### config.mk
export PLATFORM = sky130hd
export DESIGN_NAME = reg_scoreboard
export DESIGN_NICKNAME = d
export VERILOG_FILES = /design/src/rtl/reg_scoreboard.sv
export SDC_FILE = /design/constraint.sdc
export NUM_CORES = 1
export LEC_CHECK = 0
export BUFFER_PORTS_ARGS = -buffer_cell sky130_fd_sc_hd__buf_2
export CORE_MARGIN = 3
export CORE_UTILIZATION = 35
export DETAILED_ROUTE_END_ITERATION = 10
export GPL_TIMING_DRIVEN = 0
export RECOVER_POWER = 100
export SETUP_SLACK_MARGIN = 0.15
export SYNTH_ARGS = -nofsm -noshare
export SYNTH_HDL_FRONTEND = slang
export SYNTH_SLANG_ARGS = --single-unit
### constraint.sdc
create_clock -name clk -period 3.2 [get_ports clk]
set_input_delay 0.32 -clock clk [delete_from_list [all_inputs] [get_ports clk]]
set_output_delay 0.32 -clock clk [all_outputs]
set_load 0.01 [all_outputs]
### src/rtl/reg_scoreboard.sv
// reg_scoreboard
//   Hazard and forwarding scoreboard for the pipelined RISC-V core. Tracks
//   in-flight register writes across DEPTH post-decode stages (0 = EX,
//   1 = MEM, 2 = WB for DEPTH=3). Each entry records the first stage whose
//   output carries the result. From that the block decides, per ID source
//   operand, whether to forward, read the register file, or stall decode.
//
// Ports
//   clk, rst            rising-edge clock; asynchronous active-low reset
//   id_valid            valid instruction in ID
//   id_rs1/id_rs2       source registers, qualified by id_rs*_used
//   id_rd/id_rd_we      destination register and its write enable
//   id_rdy              first tracked stage holding the result (ALU=0, load=1)
//   ext_stall           global freeze: all tracking state and stall_cnt hold
//   flush_mask          per-stage kill of the entries written at this edge
//   stall               hold PC and IF/ID, bubble into ID/EX (combinational)
//   fwd_sel1/fwd_sel2   0 = register file, k = forward from stage k-1
//   stall_cnt           wrapping count of cycles with stall=1 and ext_stall=0
module reg_scoreboard #(
  parameter int AW    = 5,
  parameter int DEPTH = 3,
  parameter int SW    = 2,
  parameter int CW    = 32
) (
  input  logic             clk,
  input  logic             rst,
  input  logic             id_valid,
  input  logic [AW-1:0]    id_rs1,
  input  logic [AW-1:0]    id_rs2,
  input  logic             id_rs1_used,
  input  logic             id_rs2_used,
  input  logic [AW-1:0]    id_rd,
  input  logic             id_rd_we,
  input  logic [SW-1:0]    id_rdy,
  input  logic             ext_stall,
  input  logic [DEPTH-1:0] flush_mask,
  output logic             stall,
  output logic [SW-1:0]    fwd_sel1,
  output logic [SW-1:0]    fwd_sel2,
  output logic [CW-1:0]    stall_cnt
);

  logic [DEPTH-1:0] v_q, v_d;
  logic [AW-1:0]    rd_q  [DEPTH];
  logic [AW-1:0]    rd_d  [DEPTH];
  logic [SW-1:0]    rdy_q [DEPTH];
  logic [SW-1:0]    rdy_d [DEPTH];
  logic [CW-1:0]    stall_cnt_q, stall_cnt_d;

  logic act1, act2, hit1, hit2, haz1, haz2;
  logic [SW-1:0] fwd1, fwd2;
  logic ins;

  // Hazard evaluation: scan from stage 0 so the youngest match wins. A
  // matching entry whose result is not yet produced (rdy > k) stalls decode.
  always_comb begin
    act1 = id_valid && id_rs1_used && (id_rs1 != '0);
    act2 = id_valid && id_rs2_used && (id_rs2 != '0);
    hit1 = 1'b0;
    hit2 = 1'b0;
    haz1 = 1'b0;
    haz2 = 1'b0;
    fwd1 = '0;
    fwd2 = '0;
    for (int k = 0; k < DEPTH; k++) begin
      if (act1 && !hit1 && v_q[k] && (rd_q[k] == id_rs1)) begin
        hit1 = 1'b1;
        if (rdy_q[k] <= SW'(k)) fwd1 = SW'(k + 1);
        else                    haz1 = 1'b1;
      end
      if (act2 && !hit2 && v_q[k] && (rd_q[k] == id_rs2)) begin
        hit2 = 1'b1;
        if (rdy_q[k] <= SW'(k)) fwd2 = SW'(k + 1);
        else                    haz2 = 1'b1;
      end
    end
  end

  assign stall     = haz1 | haz2;
  assign fwd_sel1  = fwd1;
  assign fwd_sel2  = fwd2;
  assign stall_cnt = stall_cnt_q;

  // x0 writes are never tracked; a stalled ID instruction enters as a bubble.
  assign ins = id_valid && id_rd_we && (id_rd != '0) && !stall;

  // Next state: shift the tracking pipe, then apply the per-stage kill.
  // Under ext_stall everything holds and flush_mask is ignored.
  always_comb begin
    v_d         = v_q;
    rd_d        = rd_q;
    rdy_d       = rdy_q;
    stall_cnt_d = stall_cnt_q;
    if (!ext_stall) begin
      for (int k = 1; k < DEPTH; k++) begin
        v_d[k]   = v_q[k-1] & ~flush_mask[k];
        rd_d[k]  = rd_q[k-1];
        rdy_d[k] = rdy_q[k-1];
      end
      v_d[0]      = ins & ~flush_mask[0];
      rd_d[0]     = id_rd;
      rdy_d[0]    = id_rdy;
      stall_cnt_d = stall_cnt_q + CW'(stall);
    end
  end

  always_ff @(posedge clk or negedge rst) begin
    if (!rst) begin
      v_q         <= '0;
      stall_cnt_q <= '0;
      for (int k = 0; k < DEPTH; k++) begin
        rd_q[k]  <= '0;
        rdy_q[k] <= '0;
      end
    end else begin
      v_q         <= v_d;
      rd_q        <= rd_d;
      rdy_q       <= rdy_d;
      stall_cnt_q <= stall_cnt_d;
    end
  end

endmodule
==> metrics <==
outcome completed; Final #Nets around 350; number of synthesized flops with an enable pin 0; period utilization 0.893; Worst-path clk slew 0.10 ns; crit path max fanout 4; clk_lat worst skew 0.30 ns; GR Util All Layers 0.141; xor-xnor portion of the synthesized cell area 0.187; Die W about 96 microns; share of the synthesized area in the top cell type 0.499; Leakage roughly 1.4 nW; hold path cells 2; relative slew slack 0.0771; max_cap viols 0; maximum root-to-sink buffer count 2; Area Overhead vs Synth 19.5%; Post-Layout Inst Area 0.00335 sq mm; met2 WL 2.87 mm; top post-synthesis cells by area dfrtp_1 (50%), xnor2_1 (13%), mux2_2 (9.2%); non-filler cells in the finished layout approximately 430; depth of the most critical reg-to-reg path 11; Core Footprint roughly 0.008 sq mm; slowest CP cell dfrtp_1; setup TNS 0 ns; syn nets ~280; number of global-route vias before repair about 2100; highest metal used met4; Area after DPL around 0.0033 sq mm; Cell Area, Synth ~0.0028 sq mm; row count 32; ANT cells 0; RD Place Congestion approximately 0.89; initial DRC count 96; Pwr per Cell Area ~410 mW/mm^2; met3 wire len ~280 microns; Crit path top cell by count nand4_1; GR Overflow Total 0; fillers 792; Setup WS pre-CTS about 0.13 ns; remaining antenna violation count 0; reg2reg start rd_q[9]; Levels on crit path 11; CTS Sinks 56; Setup WS post-layout about 0.34 ns; Post-Synth Simple-Gate Area 0.162; first-pass GRT wire length 10.1 mm; # port buffers 63; Crit path max-delay family simple AND/OR/NAND/NOR gates; crit path DAT just over 3 ns; Distinct cells, synth 33; largest net degree at the start of global routing 57; unrepaired setup endpoints after global routing true; Primary FF master, synth dfrtp_1; Die Height roughly 96 microns; Num CTS Buffers 5; share of layout cells above drive strength 1 0.220; final hold slack between 0.2 and 0.25 ns; post-synth top area cell dfrtp_1; total chip power 1.39 mW; Yosys reg bits 56; DRT Pass-1 Iters 4; Final Skew 0.00883 ns; WL/cell about 14 microns; dpl cells between 400 and 500; CP Capture Point stall_cnt[14]; FMAX roughly 350 MHz; Worst Setup SP rd_q[9]; wl on met1 2.88 mm; Ports 64; pins over their slew limit 0; Worst Path Class, Setup register to register; crit path time final around 2.9 ns; cells after synthesis 250; reg2reg setup slack about 0.34 ns; Mean Syn Cell Area between 10 and 15 sq um; HPWL after detailed placement around 4.6 mm; ys async rst share 1.00; Starting Density 0.361; post-synthesis mux area share 0.0958; worst path required time between 3 and 4 ns; HP Class input pin to register; CTS Root Cell clkbuf_8; Critical Path Max Stage Delay 0.43 ns; WP buf/inv 0; CP Cell Sequence xor2_1 -> nor4_1 -> and3_1 -> a32oi_1 -> o211ai_1 -> ha_2 -> ha_1 -> nand4_1 -> nor2_2 -> nand4_1 -> xnor2_1; Crit. End Element register; CTS tree done; Reg-to-Reg End stall_cnt[14]; final wirelength 6.11 mm; number of remaining DRC errors 0; Via density 4.89; die area ~0.0091 sq mm; Worst-Margin Slew 1.38 ns; initial antenna violation count 0; # setup viols final 0; crit start category register; largest family of logic cells by synthesized area XOR/XNOR gates; VDD IR max ~260 uV; H-tree depth 2; post-synthesis sequential area ratio 0.499; yosys warns 0; adder-cell share of the synthesized area 0.00891; via count roughly 2100; complex-gate fraction of the synthesized area 0.0419; final hold vios 0; Final Util 0.432
sequential cells by signal, indices dropped and copies added, names as in the netlist:
name,flops
rd_q,15
stall_cnt,32
rdy_q,6
v_q,3
logic make-up (layout without fill, tap and decap cells):
group	count (synthesis)	in the layout
adder cells (fa/ha/maj)	2	2
XOR/XNOR	60	60
buffers and inverters	4	77
multiplexers	24	24
AND/OR/NAND/NOR	87	87
AO/OA/AOI/OAI	17	17
flip-flops	56	56
layer usage:
metal  vias up  GRT usage
met5         -          0
met4         0     0.0367
met1      1013      0.196
met2        45      0.223
met3         7     0.0300
li1       1012          -
synthesized netlist by cell type (all sizes together), types with 4 or more instances:
library cell,instances
mux2,23
and3,7
xnor2,41
nor2,16
dfrtp,56
o21ai,4
xor2,19
nand4,10
nand3,16
nand2,22
placed cells by master, fill, tap and decap left out, drive strengths merged:
cell type  instances
nor3               3
and3               7
clkbuf            45
nand2b             3
nor4               3
o211ai             2
nand2             22
nor2              16
buf               29
or4                3
mux2i              1
mux2              23
nand3             16
a32oi              1
dfrtp             56
o21ai              4
and4               2
and2               1
a21oi              2
clkinvlp           2
a22oi              1
nand4             10
nor2b              1
a311oi             2
xnor2             41
o2111ai            1
o21a               2
inv                1
a2111oi            1
ha                 2
xor2              19
a31oi              1
final cells by class:
class,instances,area [sq um],area share
Clock inverter,2,15.0,0.00448
Tap cell,102,128,0.0380
Timing Repair Buffer,65,287,0.0854
Sequential cell,56,1400,0.418
Clock buffer,6,82.6,0.0246
Inverter,1,3.75,0.00112
Multi-Input combinational cell,190,1430,0.425
Buffer,3,11.3,0.00336
where the power goes:
group / total, mW / internal [mW] / switching (mW)
sequential: 0.800 / 0.751 / 0.0491
clock: 0.404 / 0.176 / 0.228
combinational: 0.188 / 0.0975 / 0.0902
total: 1.39 / 1.02 / 0.367
how the worst min path moves through the flow:
stage / to / from / slack, ns
3_5_place_dp: stall_cnt[31] / stall_cnt[31] / 0.47
4_1_cts: rdy_q[5] / id_rdy[1] / 0.22
5_1_grt: rdy_q[5] / id_rdy[1] / 0.22
2_1_floorplan: rd_q[0] / rst / 0.02
3_3_place_gp: stall_cnt[31] / stall_cnt[31] / 0.46
6_report: rdy_q[5] / id_rdy[1] / 0.24
timing repair:
item | 4_1_cts | 5_1_grt
buffers inserted | 0 | 2
pin swaps | 0 | 3
resized for setup | 1 | 10
setup endpoints to repair | 3 | 14
hold buffers | 0 | 0
cloned | 0 | 0
Note: power is estimated with default switching activity, not from simulation.
